[config.mk]
export PLATFORM = sky130hd
export DESIGN_NAME = mem_agu_rs
export DESIGN_NICKNAME = d
export VERILOG_FILES = /design/src/rtl/mem_pkg.sv /design/src/rtl/mem_agu_pick.sv /design/src/rtl/mem_agu_rs.sv
export SDC_FILE = /design/constraint.sdc
export NUM_CORES = 2
export LEC_CHECK = 0
export ABC_AREA = 1
export BUFFER_PORTS_ARGS = -buffer_cell sky130_fd_sc_hd__buf_2
export CAP_MARGIN = 20
export CORE_MARGIN = 4
export CORE_UTILIZATION = 38
export DETAILED_ROUTE_END_ITERATION = 6
export PLACE_DENSITY = 0.52
export SLEW_MARGIN = 20
export SYNTH_ARGS = -nofsm -noshare
export SYNTH_HDL_FRONTEND = slang
export SYNTH_SLANG_ARGS = --single-unit
[constraint.sdc]
create_clock -name clk -period 54.1 [get_ports clk]
set_input_delay 10.82 -clock clk [delete_from_list [all_inputs] [get_ports clk]]
set_output_delay 10.82 -clock clk [all_outputs]
set_load 0.03 [all_outputs]
[src/rtl/mem_pkg.sv]
// rtl/mem_pkg.sv - shared types and widths for the memory reservation station and AGU
package mem_pkg;

    localparam int MEM_DEPTH = 8;
    localparam int MEM_PC_W  = 12;
    localparam int MEM_TAG_W = 6;
    localparam int MEM_ROB_W = 4;
    localparam int MEM_AGE_W = $clog2(MEM_DEPTH);

    typedef enum logic {
        OP_STORE = 1'b0,
        OP_LOAD  = 1'b1
    } mem_op_t;

    typedef struct packed {
        logic                 valid;
        mem_op_t              op;
        logic                 byte_acc;
        logic [MEM_PC_W-1:0]  pc;
        logic [MEM_TAG_W-1:0] s1_tag;
        logic                 s1_rdy;
        logic [31:0]          s1_val;
        logic [MEM_TAG_W-1:0] s2_tag;
        logic                 s2_rdy;
        logic [31:0]          s2_val;
        logic [11:0]          imm;
        logic [MEM_TAG_W-1:0] rd;
        logic [MEM_ROB_W-1:0] rob;
        logic [MEM_AGE_W-1:0] age;
    } rs_entry_t;

    // Field set mirrors the LSQ's mem_res/mem_info payload
    typedef struct packed {
        logic [31:0]          addr;
        logic [31:0]          data;
        logic [MEM_PC_W-1:0]  pc;
        logic                 load;
        logic                 byte_acc;
        logic [MEM_TAG_W-1:0] rd;
        logic [MEM_ROB_W-1:0] rob;
    } agu_res_t;

    function automatic logic [31:0] agu_ea(input logic [31:0] base, input logic [11:0] imm);
        return base + {{20{imm[11]}}, imm};
    endfunction

endpackage

[src/rtl/mem_agu_pick.sv]
// rtl/mem_agu_pick.sv - oldest-ready selector: highest age wins, ties go to the lowest index
module mem_agu_pick #(
    parameter int N     = 8,
    parameter int AGE_W = 3,
    parameter int IDX_W = $clog2(N)
) (
    input  logic [N-1:0]            eligible,
    input  logic [N-1:0][AGE_W-1:0] age,
    output logic [N-1:0]            grant,
    output logic [IDX_W-1:0]        idx,
    output logic                    any
);

    logic [AGE_W-1:0] best_age;

    always_comb begin
        grant    = '0;
        idx      = '0;
        any      = 1'b0;
        best_age = '0;
        // Strict compare keeps the earlier (lower) index on equal ages
        for (int i = 0; i < N; i++) begin
            if (eligible[i] && (!any || age[i] > best_age)) begin
                any      = 1'b1;
                best_age = age[i];
                idx      = IDX_W'(i);
            end
        end
        if (any) begin
            grant[idx] = 1'b1;
        end
    end

endmodule

[src/rtl/mem_agu_rs.sv]
// rtl/mem_agu_rs.sv - memory reservation station with CDB wakeup and registered address generation
module mem_agu_rs
    import mem_pkg::*;
#(
    parameter int DEPTH = MEM_DEPTH,
    parameter int PC_W  = MEM_PC_W,
    parameter int TAG_W = MEM_TAG_W,
    parameter int ROB_W = MEM_ROB_W
) (
    input  logic             clk,
    input  logic             rst,
    input  logic             flush,
    input  logic             alloc_valid,
    output logic             alloc_ready,
    input  logic [PC_W-1:0]  alloc_pc,
    input  logic             alloc_load,
    input  logic             alloc_byte,
    input  logic [TAG_W-1:0] alloc_s1_tag,
    input  logic             alloc_s1_rdy,
    input  logic [31:0]      alloc_s1_val,
    input  logic [TAG_W-1:0] alloc_s2_tag,
    input  logic             alloc_s2_rdy,
    input  logic [31:0]      alloc_s2_val,
    input  logic [11:0]      alloc_imm,
    input  logic [TAG_W-1:0] alloc_rd,
    input  logic [ROB_W-1:0] alloc_rob,
    input  logic             cdb_valid,
    input  logic [TAG_W-1:0] cdb_tag,
    input  logic [31:0]      cdb_data,
    output logic             agu_valid,
    output logic [31:0]      agu_addr,
    output logic [31:0]      agu_data,
    output logic [PC_W-1:0]  agu_pc,
    output logic             agu_load,
    output logic             agu_byte,
    output logic [TAG_W-1:0] agu_rd,
    output logic [ROB_W-1:0] agu_rob
);

    localparam int IDX_W = $clog2(DEPTH);
    localparam logic [MEM_AGE_W-1:0] AGE_MAX = MEM_AGE_W'(DEPTH - 1);

    rs_entry_t rs_q [DEPTH];
    rs_entry_t rs_d [DEPTH];
    rs_entry_t new_e;
    rs_entry_t iss_e;
    agu_res_t  res_q;
    logic      agu_valid_q;

    logic [DEPTH-1:0]                valid_vec;
    logic [DEPTH-1:0]                elig;
    logic [DEPTH-1:0]                gnt;
    logic [DEPTH-1:0][MEM_AGE_W-1:0] age_vec;
    logic [IDX_W-1:0]                free_idx;
    logic [IDX_W-1:0]                pick_idx;
    logic                            pick_any;
    logic                            cdb_live;
    logic                            do_alloc;
    logic                            do_issue;

    always_comb begin
        valid_vec = '0;
        elig      = '0;
        age_vec   = '0;
        for (int i = 0; i < DEPTH; i++) begin
            valid_vec[i] = rs_q[i].valid;
            age_vec[i]   = rs_q[i].age;
            elig[i]      = rs_q[i].valid && rs_q[i].s1_rdy &&
                           (rs_q[i].op == OP_LOAD || rs_q[i].s2_rdy);
        end
    end

    always_comb begin
        free_idx = '0;
        for (int i = DEPTH - 1; i >= 0; i--) begin
            if (!rs_q[i].valid) begin
                free_idx = IDX_W'(i);
            end
        end
    end

    mem_agu_pick #(
        .N     (DEPTH),
        .AGE_W (MEM_AGE_W),
        .IDX_W (IDX_W)
    ) u_pick (
        .eligible (elig),
        .age      (age_vec),
        .grant    (gnt),
        .idx      (pick_idx),
        .any      (pick_any)
    );

    // Slots freed by this cycle's issue only become visible next cycle
    assign alloc_ready = ~&valid_vec;
    assign cdb_live    = cdb_valid && (cdb_tag != '0);
    assign do_alloc    = alloc_valid && alloc_ready && !flush;
    assign do_issue    = pick_any && !flush;
    assign iss_e       = rs_q[pick_idx];

    always_comb begin
        new_e          = '0;
        new_e.valid    = 1'b1;
        new_e.op       = alloc_load ? OP_LOAD : OP_STORE;
        new_e.byte_acc = alloc_byte;
        new_e.pc       = alloc_pc;
        new_e.s1_tag   = alloc_s1_tag;
        new_e.s1_rdy   = alloc_s1_rdy;
        new_e.s1_val   = alloc_s1_val;
        new_e.s2_tag   = alloc_s2_tag;
        new_e.s2_rdy   = alloc_s2_rdy;
        new_e.s2_val   = alloc_s2_val;
        new_e.imm      = alloc_imm;
        new_e.rd       = alloc_rd;
        new_e.rob      = alloc_rob;
        if (cdb_live && !alloc_s1_rdy && alloc_s1_tag == cdb_tag) begin
            new_e.s1_rdy = 1'b1;
            new_e.s1_val = cdb_data;
        end
        if (cdb_live && !alloc_s2_rdy && alloc_s2_tag == cdb_tag) begin
            new_e.s2_rdy = 1'b1;
            new_e.s2_val = cdb_data;
        end
    end

    always_comb begin
        for (int i = 0; i < DEPTH; i++) begin
            rs_d[i] = rs_q[i];
            if (rs_q[i].valid) begin
                if (cdb_live && !rs_q[i].s1_rdy && rs_q[i].s1_tag == cdb_tag) begin
                    rs_d[i].s1_rdy = 1'b1;
                    rs_d[i].s1_val = cdb_data;
                end
                if (cdb_live && !rs_q[i].s2_rdy && rs_q[i].s2_tag == cdb_tag) begin
                    rs_d[i].s2_rdy = 1'b1;
                    rs_d[i].s2_val = cdb_data;
                end
                if (do_alloc && rs_q[i].age != AGE_MAX) begin
                    rs_d[i].age = rs_q[i].age + 1'b1;
                end
            end
            if (do_issue && gnt[i]) begin
                rs_d[i].valid = 1'b0;
            end
            if (do_alloc && free_idx == IDX_W'(i)) begin
                rs_d[i] = new_e;
            end
            if (flush) begin
                rs_d[i].valid = 1'b0;
            end
        end
    end

    always_ff @(posedge clk or posedge rst) begin
        if (rst) begin
            for (int i = 0; i < DEPTH; i++) begin
                rs_q[i] <= '0;
            end
        end else begin
            for (int i = 0; i < DEPTH; i++) begin
                rs_q[i] <= rs_d[i];
            end
        end
    end

    // Payload fields hold between pulses; only agu_valid drops
    always_ff @(posedge clk or posedge rst) begin
        if (rst) begin
            agu_valid_q <= 1'b0;
            res_q       <= '0;
        end else if (do_issue) begin
            agu_valid_q    <= 1'b1;
            res_q.addr     <= agu_ea(iss_e.s1_val, iss_e.imm);
            res_q.data     <= (iss_e.op == OP_LOAD) ? 32'd0 : iss_e.s2_val;
            res_q.pc       <= iss_e.pc;
            res_q.load     <= (iss_e.op == OP_LOAD);
            res_q.byte_acc <= iss_e.byte_acc;
            res_q.rd       <= iss_e.rd;
            res_q.rob      <= iss_e.rob;
        end else begin
            agu_valid_q <= 1'b0;
        end
    end

    assign agu_valid = agu_valid_q;
    assign agu_addr  = res_q.addr;
    assign agu_data  = res_q.data;
    assign agu_pc    = res_q.pc;
    assign agu_load  = res_q.load;
    assign agu_byte  = res_q.byte_acc;
    assign agu_rd    = res_q.rd;
    assign agu_rob   = res_q.rob;

endmodule

Word level (Yosys, flattened, before mapping)

Index checks and enable logic that the tools add are counted.
Widths: inputs -> output; s select.

Register bits: 1033
Bits in latches: 0
Memory bits (writable): 0
Memory bits (read-only): 0
Input bits: 157
Output and inout bits: 90
Logic and storage cells: 483
Memories: 0

$add $sub $neg: 9
Multiply operators: 0
Divide/modulo/power cells: 0
$lt $le $gt $ge: 10
Equality and inequality tests: 33
Shift operators: 0
Muxes and demuxes: 113
Bitwise gates (word level): 1
Reductions and logical operators: 197

Operator list:

| kind                | count |
|---|---|
| $mux 33             | 34 |
| $mux 118            | 8 |
| $bmux 118 s3        | 1 |
| $mux 117            | 2 |
| $eq 6x6->1          | 18 |
| $mux 3              | 35 |
| $logic_and 1x1->1   | 88 |
| $reduce_bool 2->1   | 32 |
| $reduce_and 2->1    | 24 |
| $add 32x32->32      | 1 |
| $mux 32             | 1 |
| $mux 1              | 28 |
| $logic_not 1->1     | 27 |
| $add 3x1->3 const B | 8 |
| $ne 3x3->1 const B  | 8 |
| $reduce_bool 3->1   | 8 |
| $gt 3x3->1          | 7 |
| $logic_or 1x1->1    | 15 |
| $eq 3x3->1 const B  | 4 |
| $mux 8              | 1 |
| $reduce_and 8->1    | 1 |
| $eq 3x2->1 const B  | 2 |
| $reduce_bool 6->1   | 1 |
| $ge 4x4->1 const B  | 1 |
| 7 further kinds     | 8 |

Logic depth before layout (Yosys ltp)

Depth after elaboration: 40
Depth in mapped cells: 82
Mapped depth without buffers: 79

Cells and area by module

A second synthesis with hierarchy kept.

Cell total of the unflattened synthesis: 7635
Area total of the unflattened synthesis: 56390.3 um^2

By module, submodules not included:

| module       | instances | cells an instance | area each (um^2) | sequential area each (um^2) |
|---|---|---|---|---|
| mem_agu_rs   | 1         | 7452              | 55338.1          | 25849.8 |
| mem_agu_pick | 1         | 183               | 1052.3           | 0.0 |

Worst setup path after synthesis

OpenSTA, ideal clock, no wires.

Kind: input to register
Start point: input port cdb_tag[4]
End point: register rs_q[64] (netlist bit)
Setup time: 135 ps
Arrival time: 12689 ps
Data required time: 53965 ps
Path slack: 41276 ps
Stages on the path: 11
Buffers on the path: 3
Cells stage by stage: clkbuf_1 > buf_2 > xnor2_1 > o221ai_1 > a2111oi_0 > nand3_1 > nand2_1 > inv_1 > clkbuf_1 > nand2_1 > o211ai_1

Word-level cells in the longest chain between the ends: 6
Elaborated cells between the ends (all ways): 12
Classes of those cells: 2 x eq/ne; 2 x mux; 8 x reduce/logical

Ends and longest elaborated chain:

| element                                             | RTL line                             | RTL |
|---|---|---|
| start, declared                                     | mem_agu_rs.sv:28                     | `input logic [TAG_W-1:0] cdb_tag,` |
| $reduce_bool 6->1                                   | mem_agu_rs.sv:96                     | `assign cdb_live = cdb_valid && (cdb_tag != '0);` |
| $logic_and 1x1->1                                   | mem_agu_rs.sv:96                     |  |
| $logic_and 1x1->1 (on tied branches) (2 in series)  | mem_agu_rs.sv:116, mem_agu_rs.sv:130 |  |
| $mux 33 / $reduce_bool 2->1 (equally long branches) | -                                    |  |
| $mux 118 / $reduce_and 2->1 (equally long branches) | -                                    |  |
| end signal, assigned by index                       | mem_agu_rs.sv:161                    | `rs_q[i] <= rs_d[i];` |
| end, declared                                       | mem_agu_rs.sv:43                     | `rs_entry_t rs_q [DEPTH];` |

Several ways; a longest one is shown, not always the timed one.
A chain may end at the register's enable or synchronous reset.

Worst setup path in the final report

Start point: register rs_q[943] (netlist bit)
End point: register res_q, in the netlist agu_addr[31]

Word-level cells in the longest chain between the ends: 36
Elaborated cells between the ends (all ways): 58
Classes of those cells: 1 x add/sub; 7 x order compare; 25 x mux; 1 x bitwise; 24 x reduce/logical

Ends and longest elaborated chain:

| element                                              | RTL line           | RTL |
|---|---|---|
| $logic_and 1x1->1 (*) (2 in series)                  | mem_agu_rs.sv:68   | `elig[i] = rs_q[i].valid && rs_q[i].s1_rdy &&` |
| $mux 3 / $mux 1 (equally long branches)              | mem_agu_pick.sv:23 | `if (eligible[i] && (!any \|\| age[i] > best_age)) begin` |
| $gt 3x3->1 / $logic_not 1->1 (equally long branches) | mem_agu_pick.sv:23 |  |
| $logic_or 1x1->1                                     | mem_agu_pick.sv:23 |  |
| $logic_and 1x1->1                                    | mem_agu_pick.sv:23 |  |
| $mux 3 / $mux 1 (equally long branches)              | mem_agu_pick.sv:23 |  |
| $gt 3x3->1 / $logic_not 1->1 (equally long branches) | mem_agu_pick.sv:23 |  |
| $logic_or 1x1->1                                     | mem_agu_pick.sv:23 |  |
| [... 18 more ...]                                    | -                  |  |
| $gt 3x3->1 / $logic_not 1->1 (equally long branches) | mem_agu_pick.sv:23 |  |
| $logic_or 1x1->1                                     | mem_agu_pick.sv:23 |  |
| $logic_and 1x1->1                                    | mem_agu_pick.sv:23 |  |
| $mux 3                                               | mem_agu_pick.sv:23 |  |
| $not 3->4 (implied by the code)                      | mem_agu_rs.sv:99   | `assign iss_e = rs_q[pick_idx];` |
| $bmux 118 s3                                         | mem_agu_rs.sv:99   |  |
| $mux 117 (implied by the code) (2 in series)         | mem_agu_rs.sv:99   |  |
| $add 32x32->32                                       | mem_pkg.sv:44      | `return base + {{20{imm[11]}}, imm};` |
| end, declared                                        | mem_agu_rs.sv:47   | `agu_res_t res_q;` |

Every way passes the cells marked *; elsewhere a longest branch is shown, timed or not. The select of a mux whose other input is x is not followed.

==> impl_results.md <==
- Yosys warns: 0
- Power Density: 41.1 nW/um2
- Total gr overflow: 0
- CTS buffer count: 120
- Synth Register Bits: roughly 1000
- Max Freq: 68.8 MHz
- Critical path's slowest cell: a21oi_1
- Cells after synthesis: 6700
- Outcome: finished with violations
- H-tree depth: 3
- Worst-path clk slew: around 0.060 ns
- Post-synth top area share: 0.488
- Die W: about 380 um
- Die Y: approximately 380 um
- WL/cell: roughly 24 um
- CTS max path bufs: 3
- Final Hold Vio Count: 0
- CP max FO: 35
- Main synth FF type: dfrtp_1
- XOR/XNOR Fraction of Synth Area: 0.00975
- Tot GR Track Use: 0.284
- Cell taking the most area after synthesis: dfrtp_1
- CTS root buffer: clkbuf_16
- Slowest stage delay, CP: about 0.89 ns
- Clock latency on the worst-skew pair: roughly 0.79 ns
- HP Class: reg -> reg
- Hold Crit Start: agu_rob[1]
- Final Cycle Share: 0.269
- Synth area leaders: dfrtp_1 49%, nand2_1 18%, o21ai_0 6.3%
- Max_slew headroom: 0.190
- First-pass GRT wire length: 315000 um
- Mux cell area share after synthesis: 0
- Post-Route Skew: roughly 0.054 ns
- Failing checks: design-rule violations
- Initial DRC Count: a little over 5000
- Post-Synth Adder-Cell Area: 0.0164
- Hold Worst Slack: ~0.47 ns
- CP required: 54.72 ns
- Remaining DRCs: 1
- Setup_tns: 0 ns
- Post-CTS sizing: 0
- Layout cells sized above 1: 0.0976
- Post-layout minimum cycle time: about 15 ns
- DIE AREA: roughly 150000 um2
- Post-synth net total: ~6900
- Cell with the most instances after synthesis: nand2_1
- Kind of critical path: reg -> reg
- Area delta synth->final: 12.5%
- Delay-heaviest family, CP: compound AO/OA/AOI/OAI gates
- Post-Synth Simple-Gate Area: 0.221
- Leakage: ~0.028 uW
- Fill cells: roughly 14000
- Core area: about 140000 um2
- Site Rows: 136
- # nets final: about 6900
- Total chip power: about 2400 uW
- CP Capture Type: register
- CTS Sinks: around 1000
- CP Buf/Inv Count: 4
- Synth cell types: 54
- Post-detail-place hpwl: approximately 120000 um
- Largest net degree at the start of global routing: roughly 190
- Top Ports: approximately 250
- Main combinational cell family by area after synthesis: simple AND/OR/NAND/NOR gates
- Routed vias: ~49000
- CP startpoint: rs_q[943]
- Critical path startpoint category: register
- Hold-fix buffers at CTS: 0
- Final count of pins violating max slew: 0
- Register area: 25800 um2
- RR Startpoint: rs_q[943]
- Vias in the first global route: 47116
- Synth Area per Inst: just under 8 um2
- Commonest cells post-synth: 2497 x nand2_1, 1033 x dfrtp_1, 669 x o21ai_0
- Starting Density: 0.384
- Area of the multi-input gates: 23800 um2
- Pre-Repair DR Iteration Count: 7
- CP arrival: ~15 ns
- Worst Tran Pin Value: roughly 1.2 ns
- Final Routed Wirelength: 211000 um
- Netlist Area Pre-Place: 53000 um2
- CTS tree: built
- Post-CTS setup repair buffer count: 0
- Post-synthesis compound-gate area fraction: 0.199
- Antenna viol nets, final: 0
- Post-synth EDFFs: 0
- RSZ-0062 raised after global routing: false
- Worst path most repeated cell: nand2_1
- Initial antenna violation count: 13
- Vias per cell: between 5 and 6
- Final-report setup violation count: 0
- Gpl congestion: about 0.86
- Sequential share of the synthesized area: 0.488
- PortBufs: approximately 250
- Max VDD drop: between 0.00002 and 0.00003 V
- Max-Cap Viols: 0
- Synth async-reset ratio: 1.00
- Setup slack, reg-to-reg: between 30 and 40 ns
[cells in the final DEF, fill, tap and decap left out, types with 17 or more instances in the layout]
master,Yosys,final
buf_4,41,74
nand3_1,143,136
xor2_1,35,35
nor2_1,183,174
a211oi_1,37,37
clkbuf_16,0,120
clkinv_2,0,17
o221ai_1,23,23
nor3_2,41,41
o22ai_1,33,33
clkbuf_1,270,23
o21ai_1,74,74
buf_2,132,246
clkbuf_8,0,41
xnor2_1,24,24
a22o_1,17,17
nand2_1,2497,2495
o211ai_1,379,379
nand4_1,17,17
o21ai_2,23,23
a31oi_1,18,18
nor3_1,19,19
ha_1,68,68
a32o_1,40,40
a21oi_1,403,403
o21ai_0,669,669
inv_1,318,307
dfrtp_1,1033,1033
[power breakdown]
group,total [uW],internal [uW],switching (uW)
combinational,594,187,407
clock,874,517,357
sequential,979,905,74.7
[worst register-to-register path: cells and delay by family, from the launching register on]
kind / cells / cell delay (ns)
adders and majority gates: 8 / 2.60
DFF: 1 / 0.61
and+or+nand+nor: 37 / 4.94
AOI/OAI and AO/OA: 25 / 5.28
buffers and inverters: 4 / 0.99
[cells by family (layout without fill, tap and decap cells)]
kind of cell,after synthesis,in the layout
simple gates,2948,2948
compound gates,1769,1769
flops,1033,1033
buf+inv,822,893
fa+ha+maj,69,69
xor+xnor,59,59
other cells,0,5
[registers in the layout (all words and copies together), names as in the netlist]
name and cells:
agu_data 32, agu_rd 6, agu_pc 12, agu_rob 4
age_vec 24, rs_q 920, agu_addr 32, agu_valid 1
agu_load 1, agu_byte 1
[final timing paths]
path	endpoint	depth (start not counted)
min reg2reg	agu_rob[1]	2
max in group asynchronous	agu_data[15]	5
min	agu_rob[1]	2
max reg2reg	agu_addr[31]	74
max	agu_addr[31]	74
min in group asynchronous	agu_addr[22]	2
[through the flow]
step                      utilization  setup WS, ns  cells  area, um2
after floorplan                     -         14.21   6700      53000
after global placement          0.401         39.31   8410      55300
after detailed placement        0.401         39.16   8410      55300
after CTS                       0.431         39.69   8631      59500
after global routing            0.432         38.33   8636      59600
final                           0.432         39.56   8639      59600
[final cells by class]
type                       instances  area share
clock inverter                    37     0.00995
inverter                         342      0.0224
tap                             1863      0.0391
multi-input combinational       4845       0.400
sequential                      1033       0.434
timing repair buffer             330      0.0337
antenna                            5    0.000210
clock buffer                     184      0.0613
[routing by layer]
metal / vias up / GRT usage / share of wire
met5: - / 0 / 0.00016
met4: 4 / 0.0947 / 0.034
met2: 2130 / 0.444 / 0.44
li1: 22351 / - / -
met3: 385 / 0.0618 / 0.085
met1: 23995 / 0.393 / 0.44
No activity file was read; power rests on OpenSTA's default activity.
